$ cat config.mk
export PLATFORM = sky130hd
export DESIGN_NAME = ifu_fetch
export DESIGN_NICKNAME = d
export VERILOG_FILES = /design/src/rtl/ifu_fetch.sv
export SDC_FILE = /design/constraint.sdc
export NUM_CORES = 1
export LEC_CHECK = 0
export ABC_AREA = 1
export BUFFER_PORTS_ARGS = -buffer_cell sky130_fd_sc_hd__buf_2
export CAP_MARGIN = 25
export CORE_MARGIN = 1.5
export CORE_UTILIZATION = 50
export CTS_CLUSTER_DIAMETER = 30
export DETAILED_ROUTE_END_ITERATION = 12
export PLACE_DENSITY = 0.72
export SETUP_SLACK_MARGIN = 0.2
export SLEW_MARGIN = 20
export SYNTH_ARGS = -nofsm -noshare
export SYNTH_HDL_FRONTEND = slang
export SYNTH_SLANG_ARGS = --single-unit
$ cat constraint.sdc
create_clock -name clk -period 4.97 [get_ports clk]
set_input_delay 0.7455 -clock clk [delete_from_list [all_inputs] [get_ports clk]]
set_output_delay 0.7455 -clock clk [all_outputs]
set_load 0.02 [all_outputs]
$ cat src/rtl/ifu_fetch.sv
`default_nettype none
// ============================================================================
//  Module      : ifu_fetch
//  Description : Instruction-fetch unit. Drives the PC onto the instruction
//                bus under a credit limit, buffers returned words with their
//                addresses and presents them to the IF/ID register. Handles
//                jump redirects (flush + stale-response dropping) and hold.
//  Revision    : 1.0  initial release
// ============================================================================
module ifu_fetch #(
    parameter logic [31:0] RESET_PC  = 32'h0000_0000,
    parameter int unsigned BUF_DEPTH = 2,
    parameter logic [31:0] NOP_INST  = 32'h0000_0013
) (
    input  logic        clk,
    input  logic        rst_n,
    input  logic        jump_en_i,
    input  logic [31:0] jump_addr_i,
    input  logic        hold_i,
    output logic        ibus_req_o,
    output logic [31:0] ibus_addr_o,
    input  logic        ibus_gnt_i,
    input  logic        ibus_rvalid_i,
    input  logic [31:0] ibus_rdata_i,
    output logic        inst_valid_o,
    output logic [31:0] inst_o,
    output logic [31:0] inst_addr_o
);

    localparam int unsigned        c_ptr_w   = $clog2(BUF_DEPTH);
    localparam int unsigned        c_cnt_w   = c_ptr_w + 1;
    localparam logic [c_ptr_w-1:0] c_ptr_one = c_ptr_w'(1);
    localparam logic [c_cnt_w-1:0] c_cnt_one = c_cnt_w'(1);
    localparam logic [c_cnt_w:0]   c_depth   = (c_cnt_w + 1)'(BUF_DEPTH);

    // Note: rst_n is active-HIGH despite its name (1 = reset).
    logic [31:0]        r_pc_q,      w_pc_d;
    logic [c_cnt_w-1:0] r_outst_q,   w_outst_d;
    logic [c_cnt_w-1:0] r_drop_q,    w_drop_d;
    logic [c_ptr_w-1:0] r_af_wptr_q, w_af_wptr_d;
    logic [c_ptr_w-1:0] r_af_rptr_q, w_af_rptr_d;
    logic [c_ptr_w-1:0] r_rb_wptr_q, w_rb_wptr_d;
    logic [c_ptr_w-1:0] r_rb_rptr_q, w_rb_rptr_d;
    logic [c_cnt_w-1:0] r_rb_cnt_q,  w_rb_cnt_d;

    logic [31:0] r_af_addr_q [BUF_DEPTH];
    logic [31:0] r_rb_addr_q [BUF_DEPTH];
    logic [31:0] r_rb_data_q [BUF_DEPTH];

    logic [c_cnt_w:0] w_credit_used;
    logic             w_hs;
    logic             w_dropping;
    logic             w_keep;
    logic             w_af_pop;
    logic             w_pop;

    // Handshake, credit and buffer-control decode
    always_comb begin
        w_credit_used = {1'b0, r_outst_q} + {1'b0, r_rb_cnt_q};
        ibus_req_o    = !rst_n && (w_credit_used < c_depth) && !jump_en_i;
        ibus_addr_o   = r_pc_q;
        w_hs          = ibus_req_o && ibus_gnt_i;
        w_dropping    = (r_drop_q != '0);
        // A response consumes an address-FIFO entry only if it is not stale;
        // stale responses belong to addresses already flushed by a redirect.
        w_af_pop      = ibus_rvalid_i && !w_dropping;
        w_keep        = w_af_pop && !jump_en_i;
        inst_valid_o  = (r_rb_cnt_q != '0);
        w_pop         = inst_valid_o && !hold_i;
        inst_o        = inst_valid_o ? r_rb_data_q[r_rb_rptr_q] : NOP_INST;
        inst_addr_o   = inst_valid_o ? r_rb_addr_q[r_rb_rptr_q] : 32'h0;
    end

    // Next-state computation for PC, counters and pointers
    always_comb begin
        w_pc_d      = r_pc_q;
        w_outst_d   = r_outst_q + (w_hs ? c_cnt_one : '0) - (ibus_rvalid_i ? c_cnt_one : '0);
        w_drop_d    = r_drop_q;
        w_af_wptr_d = r_af_wptr_q;
        w_af_rptr_d = r_af_rptr_q;
        w_rb_wptr_d = r_rb_wptr_q;
        w_rb_rptr_d = r_rb_rptr_q;
        w_rb_cnt_d  = r_rb_cnt_q + (w_keep ? c_cnt_one : '0) - (w_pop ? c_cnt_one : '0);
        if (jump_en_i) begin
            // Everything still in flight after this edge becomes stale.
            w_pc_d      = jump_addr_i;
            w_drop_d    = r_outst_q - (ibus_rvalid_i ? c_cnt_one : '0);
            w_af_wptr_d = '0;
            w_af_rptr_d = '0;
            w_rb_wptr_d = '0;
            w_rb_rptr_d = '0;
            w_rb_cnt_d  = '0;
        end else begin
            if (w_hs) begin
                w_pc_d      = r_pc_q + 32'd4;
                w_af_wptr_d = r_af_wptr_q + c_ptr_one;
            end
            if (ibus_rvalid_i && w_dropping) begin
                w_drop_d = r_drop_q - c_cnt_one;
            end
            if (w_af_pop) begin
                w_af_rptr_d = r_af_rptr_q + c_ptr_one;
            end
            if (w_keep) begin
                w_rb_wptr_d = r_rb_wptr_q + c_ptr_one;
            end
            if (w_pop) begin
                w_rb_rptr_d = r_rb_rptr_q + c_ptr_one;
            end
        end
    end

    // Control state registers with synchronous reset
    always_ff @(posedge clk) begin
        if (rst_n) begin
            r_pc_q      <= RESET_PC;
            r_outst_q   <= '0;
            r_drop_q    <= '0;
            r_af_wptr_q <= '0;
            r_af_rptr_q <= '0;
            r_rb_wptr_q <= '0;
            r_rb_rptr_q <= '0;
            r_rb_cnt_q  <= '0;
        end else begin
            r_pc_q      <= w_pc_d;
            r_outst_q   <= w_outst_d;
            r_drop_q    <= w_drop_d;
            r_af_wptr_q <= w_af_wptr_d;
            r_af_rptr_q <= w_af_rptr_d;
            r_rb_wptr_q <= w_rb_wptr_d;
            r_rb_rptr_q <= w_rb_rptr_d;
            r_rb_cnt_q  <= w_rb_cnt_d;
        end
    end

    // Storage arrays; validity is tracked by the pointers/count above
    always_ff @(posedge clk) begin
        if (w_hs) begin
            r_af_addr_q[r_af_wptr_q] <= r_pc_q;
        end
        if (w_keep) begin
            r_rb_addr_q[r_rb_wptr_q] <= r_af_addr_q[r_af_rptr_q];
            r_rb_data_q[r_rb_wptr_q] <= ibus_rdata_i;
        end
    end

    // A response with nothing in flight is a bus protocol violation
    always_ff @(posedge clk) begin
        if (!rst_n) begin
            assert (!(ibus_rvalid_i && (r_outst_q == '0)));
        end
    end

endmodule
`default_nettype wire
==> results of run 1 <==
state kept, by name, summed over array words and instances (netlist names), named ones only:
signal,count
r_af_addr_q,64
r_rb_addr_q,64
r_rb_data_q,64
ibus_addr_o,32
r_drop_q,2
r_outst_q,2
r_rb_cnt_q,2
r_af_rptr_q,1
r_af_wptr_q,1
r_rb_rptr_q,1
r_rb_wptr_q,1
worst register-to-register path, cell delays in order, from the launching register on:
cell and delay [ns]:
dfxtp_1 0.40, nand2_1 0.07, inv_1 0.07, fa_1 0.42
nor2_1 0.23, nand3_4 0.23, ha_1 0.34, inv_1 0.04
ha_1 0.18, xor2_1 0.15, o21ai_0 0.16, a21oi_1 0.05
power by group:
part / internal (mW) / switching [mW]
registers: 2.22 / 0.0498
logic: 0.116 / 0.222
clock network: 1.75 / 0.956
area by class of cell:
type,count,area (sq um)
Inverter,68,255.2
Timing Repair Buffer,177,950.9
Multi-Input combinational cell,537,2854
Clock inverter,27,284.0
Clock buffer,45,1084
Fill cell,1522,6992
Sequential cell,236,6648
Tap cell,265,331.6
cell usage in the layout (no fill, tap or decap), types with 4 or more instances in the layout:
| cell | count |
|---|---|
| dfxtp_1 | 43 |
| nand2_1 | 247 |
| clkinv_4 | 9 |
| mux2_2 | 30 |
| a21oi_1 | 86 |
| inv_2 | 10 |
| nor2_4 | 10 |
| nand3_1 | 31 |
| inv_1 | 55 |
| clkinv_2 | 4 |
| a31oi_1 | 5 |
| ha_1 | 7 |
| nand2_2 | 4 |
| o21ai_0 | 17 |
| clkbuf_16 | 43 |
| nor2_1 | 33 |
| nand4_1 | 4 |
| a21oi_2 | 6 |
| o21ai_1 | 10 |
| nor2_2 | 9 |
| nor3_1 | 4 |
| buf_4 | 8 |
| xor2_1 | 11 |
| clkinv_1 | 5 |
| edfxtp_1 | 192 |
| buf_2 | 167 |
cell families (layout without fill, tap and decap cells):
kind of cell / after synthesis / after routing / share of synthesized area, %
AND/OR/NAND/NOR: 354 / 354 / 15.61
flip-flops: 236 / 236 / 67.21
AO/OA/AOI/OAI: 130 / 130 / 7.086
buffers and inverters: 103 / 317 / 4.201
multiplexers: 32 / 32 / 3.644
XOR/XNOR: 13 / 13 / 1.151
adder cells (fa/ha/maj): 8 / 8 / 1.088
per-layer routing:
layer | GRT usage (%) | vias to the layer above | wire [um]
li1 | - | 3381 | -
met1 | 26.78 | 3213 | 9378
met2 | 33.91 | 225 | 9815
met3 | 4.365 | 34 | 1451
met4 | 5.908 | 0 | 372
met5 | 0 | - | 0
metrics by stage:
step	setup WS (ns)	total power, mW	utilization, %	hold slack, ns	cell area, sq um
2_1_floorplan	0.6550	2.512	-	0.4255	9888
3_3_place_gp	1.865	2.632	56.62	0.4285	10980
3_5_place_dp	2.168	2.643	56.91	0.4424	11040
4_1_cts	1.626	5.352	63.96	0.4175	12410
5_1_grt	1.502	5.481	63.96	0.4183	12410
6_report	1.657	5.312	63.96	0.4398	12410
path summary, 6_finish.rpt:
kind	slack (ns)	end	cells after the start
min reg2reg	0.45	flop	1
max	1.66	inst_addr_o[7]	6
max reg2reg	2.52	r_outst_q[1]	11
min	0.44	r_rb_data_q[1][12]	1
==> flow_summary.ini, run 1 <==
[timing]
slew_headroom_pct = 42.82
finalCriticalPeriod_ns = 3.313
skew_ns = 0.01373
drv_slew = 0
fmax_ghz = 0.3018
fin_crit_sh_pct = 66.67
rsz0062_at_grt = false
finalHoldViolations = 0
finalSetupViolations = 0
tns_ns = 0
worst_slew_pin_slew_ns = 0.8577

[logic_synthesis]
synth_area_leaders = edfxtp_1, nand2_1, dfxtp_1, a21oi_1, mux2_2
synth_ff_type = edfxtp_1
synth_commonest_cells = nand2_1, edfxtp_1, a21oi_1
synth.distinct_cells = 41
yosysTopAreaCellShare_pct = 58.31
synth_area_per_cell_sq_um = 11.29
synth_warnings = 0
synth_enable_flop_cells = 192
ys_seq_area_share_pct = 67.21
synthesis.area_sq_um = 9888
synth.most_common_cell = nand2_1
yosysTopAreaCell = edfxtp_1
syn_inst = 876
synthArstFlopShare_pct = 0
syn-num-nets = 954
synth-seq-cells = 236

[global_route]
grt_usage_pct = 20.30
antenna_found_initial = 0
overflow = 0
grt_pass1_vias = 6473
grt_pass1_wl_um = 32310
grt_max_degree = 66

[setup_path]
critPathLaunchType = flop
cp_max_fo = 65
crit_chain = buf_4, inv_2, buf_16, nand2_1, a21oi_1, buf_2
arrival_ns = 2.57
cp_slowest_cell = buf_4
timing.rr.start = r_rb_cnt_q[0]
path_class = flop to output pin
worstPathRequired_ns = 4.22
critPathBufInv = 4
cpPeakStageDelay_ns = 0.54
critPathTopFamily = buffers and inverters
crit_path_end_kind = output pin

[final_layout]
area_delta_synth_final_pct = 25.47
n_antenna_cell = 0
final_nets = 1138
layoutNonFillerInstCount = 1355
final_layout_size_suffix_gt1_share_pct = 29.91

[floorplan]
rows = 51
fp.dieArea_sq_um = 20630
die_h_um = 143.6
die_w_um = 143.6
core-area_sq_um = 19400
num_io_pins = 168
initial_core_util_pct = 50.97

[cts]
clock_sinks = 236
post_cts_buffers = 0
cts_max_path_buffers = 3
h-tree-depth = 2
cts_tree = yes
cts_hold_buf = 0
clk_pin_slew_ns = 0.05
clock_latency_ns = 0.50
cts_resized = 0
cts_root_buf = clkbuf_16
numCtsBuffers = 40

[power_and_ir_drop]
p_per_area_nw_per_um2 = 428.1
p_leak_nw = 4.998
ir_drop_v = 0.0001986

[place]
io_buffers = 167
place_hpwl_um = 13580
gp_congestion = 0.8103
dp_cells = 1283

[hold_path]
hold_path_startpoint = ibus_rdata_i[12]
hold_class = input pin to flop

[detailed_routing]
drt-total-wl_um = 21020
drt_drc_violations_left = 0
wire_per_inst_um = 15.51
drt_pass1_iterations = 5
first_iter_violations = 433
via_per_inst = 5.058
ant_nets = 0
vias = 6853

[run]
cap_violations = 0

[status]
outcome = finished, final reports clean
No activity file was read; power rests on OpenSTA's default activity.
==> run 2: changes to the inputs <==
==> constraint.sdc (replaced) <==
create_clock -name clk -period 3.4 [get_ports clk]
set_input_delay 0.51 -clock clk [delete_from_list [all_inputs] [get_ports clk]]
set_output_delay 0.51 -clock clk [all_outputs]
set_load 0.02 [all_outputs]
==> run 2 against run 1 <==
Effect of this change:
- count of clock-buffer cells in the layout stayed put
- global-route usage up 0.62 points
- setup slack got worse by 0.81 ns
- core utilization up 0.19 points
- critical path type unchanged
- combinational power is 48% higher
- non-clock buffer count is 1 lower
- critical path depth decreased by 1
- hold slack worse by 0.24 ns
==> flow_summary.ini, run 2 (synthesis gave the netlist of run 1 again) <==
[cts]
cts_max_path_buffers = 3
clock_latency_ns = 0.51
h-tree-depth = 2
clk_pin_slew_ns = 0.05
post_cts_buffers = 0
cts_tree = yes
numCtsBuffers = 41
cts_resized = 0
clock_sinks = 236
cts_root_buf = clkbuf_16
cts_hold_buf = 0

[power_and_ir_drop]
p_per_area_nw_per_um2 = 636.4
ir_drop_v = 0.0005140
power.total_mw = 7.920
p_leak_nw = 5.014

[run]
cap_violations = 0

[setup_path]
crit_path_end_kind = output pin
cpPeakStageDelay_ns = 0.37
critPathLaunchType = flop
cp_slowest_cell = inv_2
r2r_cells = 11
cp_max_fo = 27
worstPathRequired_ns = 2.89
critPathTopFamily = buffers and inverters
crit_chain = inv_2, buf_4, nand2_1, a21oi_1, buf_2
timing.rr.start = r_rb_cnt_q[0]
rr_endpoint = r_outst_q[1]
critPathBufInv = 3
path_class = flop to output pin
r2r_slack_ns = 1.01
arrival_ns = 2.04

[detailed_routing]
wire_per_inst_um = 15.62
first_iter_violations = 420
drt_pass1_iterations = 4
via_per_inst = 5.074
drt_drc_violations_left = 0
drt-total-wl_um = 21200
vias = 6886
ant_nets = 0

[timing]
finalSetupViolations = 0
fmax_ghz = 0.3921
slew_headroom_pct = 49.49
finalCriticalPeriod_ns = 2.550
skew_ns = 0.01706
tns_ns = 0
rsz0062_at_grt = false
drv_slew = 0
worst_slew_pin_slew_ns = 0.7577
finalHoldViolations = 0
fin_crit_sh_pct = 75.01

[global_route]
overflow = 0
grt_pass1_vias = 6706
grt_pass1_wl_um = 33520
antenna_found_initial = 0
grt_usage_pct = 20.92
grt_max_degree = 65

[place]
place_hpwl_um = 13140
gp_congestion = 0.8382
io_buffers = 167

[floorplan]
rows = 51
initial_core_util_pct = 50.97
core-area_sq_um = 19400
die_w_um = 143.6
num_io_pins = 168
die_h_um = 143.6
fp.dieArea_sq_um = 20630

[final_layout]
area_delta_synth_final_pct = 25.85
fill_cells = 1522
final_layout_size_suffix_gt1_share_pct = 29.49
final_nets = 1138
n_antenna_cell = 0
mostFrequentLayoutCell = nand2_1
mostFrequentLayoutCells = nand2_1, edfxtp_1, buf_2, a21oi_1, inv_1
largest_registers = r_af_addr_q (64), r_rb_addr_q (64), r_rb_data_q (64)

[hold_path]
whs_path_depth = 1
hold_class = input pin to flop
hold_path_startpoint = ibus_rdata_i[17]
min_to = r_rb_data_q[0][17]

[status]
outcome = finished, final reports clean
[run 2: cell types whose count changed in the layout (fill, tap and decap cells not counted), sizes merged]
cell      delta
bufinv       +3
clkinv       +2
clkinvlp     -1
buf          -1
inv          -1
[run 2: report_power, final]
group          total (mW)  internal (mW)  switching (mW)  leakage, nW
combinational       0.500          0.174           0.326         2.19
sequential           3.31           3.24          0.0716         2.14
clock                4.11           2.76            1.35        0.690
[run 2: worst max-delay path by stage]
stage | startpoint | endpoint | slack (ns) | cells after the start
2_1_floorplan | r_outst_q[0] | r_af_addr_q[0][0] | 0.24 | 7
6_report | flop | inst_addr_o[16] | 0.85 | 5
3_3_place_gp | r_rb_cnt_q[0] | r_outst_q[1] | 1.04 | 11
4_1_cts | flop | inst_addr_o[16] | 0.76 | 5
3_5_place_dp | jump_en_i | r_rb_cnt_q[1] | 0.95 | 9
5_1_grt | flop | inst_addr_o[16] | 0.67 | 5
[run 2: cell type report]
cell class,instances,area [sq um],area share (%)
multi-input combinational,537,2854,22.93
timing repair buffer,176,940.9,7.561
sequential,236,6648,53.42
clock buffer,45,1084,8.707
inverter,68,255.2,2.051
clock inverter,30,331.6,2.664
tap,265,331.6,2.664
[run 2: through the flow]
| step | std cells | setup slack (ns) | hold slack [ns] | utilization (%) | cell area, sq um |
|---|---|---|---|---|---|
| final | 1357 | 0.8497 | 0.1966 | 64.15 | 12440 |
| after global routing | 1357 | 0.6668 | 0.1804 | 64.15 | 12440 |
| after floorplan | 876 | 0.2405 | 0.4255 | - | 9893 |
| after detailed placement | 1282 | 0.9498 | 0.4366 | 56.86 | 11030 |
| after global placement | 1282 | 1.039 | 0.4408 | 56.86 | 11030 |
| after CTS | 1357 | 0.7644 | 0.1747 | 64.15 | 12440 |
[run 2: worst register-to-register path, delay by kind of cell (launching register included)]
family          cells  cell delay, ns
xor+xnor            1            0.15
simple gates        3            0.51
fa+ha+maj           3            0.93
compound gates      2            0.19
buf+inv             2            0.11
flops               1            0.39
[run 2: layer usage]
metal  routed length, um  vias to the layer above  global-route usage [%]
li1                    -                     3383                       -
met1                9274                     3221                   27.27
met2                9887                      239                   34.13
met3                1533                       43                   5.098
met4                 507                        0                   7.626
met5                   0                        -                       0
==> run 3: changes to the inputs <==
==> constraint.sdc (replaced) <==
create_clock -name clk -period 2.4 [get_ports clk]
set_input_delay 0.36 -clock clk [delete_from_list [all_inputs] [get_ports clk]]
set_output_delay 0.36 -clock clk [all_outputs]
set_load 0.02 [all_outputs]
==> run 3 against run 2 <==
Effect of this change:
- count of clock-buffer cells in the layout down 2
- clock skew down 0.0041 ns
- combinational power up 51%
- critical path type is now flop to flop
- critical endpoint is now r_outst_q[1]
==> flow_summary.ini, run 3 (synthesis gave the netlist of run 1 again) <==
[setup_path]
worstPathRequired_ns = 2.82
cp_slowest_cell = fa_2
r2r_cells = 11
crit_chain = nand2_2, inv_2, fa_2, nor2_4, nand3_4, ha_4, inv_2, ha_4, xor2_2, o21ai_1, a21oi_1
critPathLaunchType = flop
crit_path_end = r_outst_q[1]
path_class = flop to flop
arrival_ns = 2.57
rr_endpoint = r_outst_q[1]
timing.rr.start = r_outst_q[0]
cp_max_fo = 3
cpPeakStageDelay_ns = 0.47
crit_path_end_kind = flop
crit_cells = 11
startpoint = r_outst_q[0]
r2r_slack_ns = 0.25
critPathTopFamily = adder cells
critPathBufInv = 2

[floorplan]
num_io_pins = 168
core-area_sq_um = 19400
initial_core_util_pct = 50.97
rows = 51
die_h_um = 143.6
die_w_um = 143.6
fp.dieArea_sq_um = 20630

[final_layout]
multi_input_area_sq_um = 2923
mostFrequentLayoutCell = nand2_1
n_antenna_cell = 0
final_area_sq_um = 12540
fill_cells = 1491
final_nets = 1146
regArea_sq_um = 6658
final_layout_size_suffix_gt1_share_pct = 31.27
largest_registers = r_af_addr_q (64), r_rb_addr_q (64), r_rb_data_q (64)
area_delta_synth_final_pct = 26.86
final_util_pct = 64.67
layoutNonFillerInstCount = 1362
mostFrequentLayoutCells = nand2_1, edfxtp_1, buf_2, a21oi_1, inv_1

[global_route]
grt_pass1_vias = 6555
grt_usage_pct = 20.45
grt_max_degree = 65
grt_pass1_wl_um = 32540
antenna_found_initial = 0
overflow = 0

[timing]
slew_headroom_pct = 72.11
finalCriticalPeriod_ns = 2.147
holdWs_ns = 0.04577
rsz0062_at_grt = true
fmax_ghz = 0.4658
skew_ns = 0.01295
finalSetupViolations = 0
fin_crit_sh_pct = 89.44
finalHoldViolations = 0
drv_slew = 0
worst_slew_pin_slew_ns = 0.4183
tns_ns = 0
setup_ws_ns = 0.2533

[power_and_ir_drop]
p_switching_mw = 2.439
clkPwrFrac_pct = 49.8
p_leak_nw = 5.011
ir_drop_v = 0.0004685
power_frac_comb_pct = 7.0
p_seq_share_pct = 43.2
p_int_mw = 8.414
p_per_area_nw_per_um2 = 865.2
netSwitchingFraction_pct = 22.47
power.total_mw = 10.85

[hold_path]
hold_class = input pin to flop

[detailed_routing]
via_per_inst = 5.039
ant_nets = 0
vias = 6863
wire_per_inst_um = 15.48
drt_pass1_iterations = 5
drt-total-wl_um = 21080
first_iter_violations = 364
drt_drc_violations_left = 0

[cts]
clk_pin_slew_ns = 0.05
clock_sinks = 236
cts_tree = yes
cts_root_buf = clkbuf_16
cts_max_path_buffers = 3
h-tree-depth = 2
numCtsBuffers = 40
cts_hold_buf = 0
clock_latency_ns = 0.51

[place]
placed_cell_area_sq_um = 11160
io_buffers = 167
place_hpwl_um = 13640
gp_congestion = 0.8933
dp_cells = 1291
dpl_worst_slack_ns = 0.1930

[status]
outcome = finished, final reports clean

[run]
cap_violations = 0
[run 3: cell count changes in the layout (fill, tap and decap cells not counted), moves of 4 or more]
cell        previous run  this run
clkinvlp_4             2         7
buf_12                 3         7
buf_4                  6        10
clkinv_4               5         1
dfxtp_1               43        39
[run 3: cell type report]
| type | instances | share of cell area, % |
|---|---|---|
| inverters | 68 | 2.075 |
| clock buffers | 43 | 8.239 |
| multi-input cells | 537 | 23.30 |
| flip-flops and latches | 236 | 53.07 |
| repair buffers | 185 | 8.518 |
| clock inverters | 28 | 2.154 |
| well taps | 265 | 2.643 |
[run 3: power by group through the flow]
stage          sequential [mW]  combinational (mW)  clock [mW]
2_1_floorplan             4.77               0.429           0
3_3_place_gp              4.75               0.719           0
3_5_place_dp              4.76               0.735           0
4_1_cts                   4.68               0.742        5.50
5_1_grt                   4.70               0.833        5.69
6_report                  4.69               0.755        5.41
[run 3: how the worst min path moves through the flow]
stage | startpoint | cells past startpoint | endpoint | slack (ns)
floorplan | r_rb_rptr_q | 1 | flop | 0.43
global placement | r_rb_rptr_q | 1 | r_rb_rptr_q | 0.43
detailed placement | r_rb_rptr_q | 1 | r_rb_rptr_q | 0.45
CTS | ibus_rdata_i[8] | 1 | r_rb_data_q[1][8] | 0.02
global route | ibus_rdata_i[21] | 1 | r_rb_data_q[0][21] | 0.02
finish | ibus_rdata_i[17] | 1 | r_rb_data_q[1][17] | 0.05
[run 3: metal layers]
metal	share of wire (%)	wire [um]	global-route usage (%)
met3	7.2	1518	5.165
met2	48	10040	33.32
met1	43	9061	26.63
met5	0	0	0
met4	2.2	456	7.304
[run 3: worst register-to-register path, stage by stage (launching register included)]
cell and delay (ns):
dfxtp_4 0.36, nand2_2 0.06, inv_2 0.06, fa_2 0.47, nor2_4 0.15, nand3_4 0.08, ha_4 0.27, inv_2 0.04
ha_4 0.16, xor2_2 0.19, o21ai_1 0.09, a21oi_1 0.14
[run 3: what timing repair did]
action                     4_1_cts  5_1_grt
setup endpoints to repair        2       35
buffers inserted                 0        0
resized for setup                4       19
pin swaps                        1        5
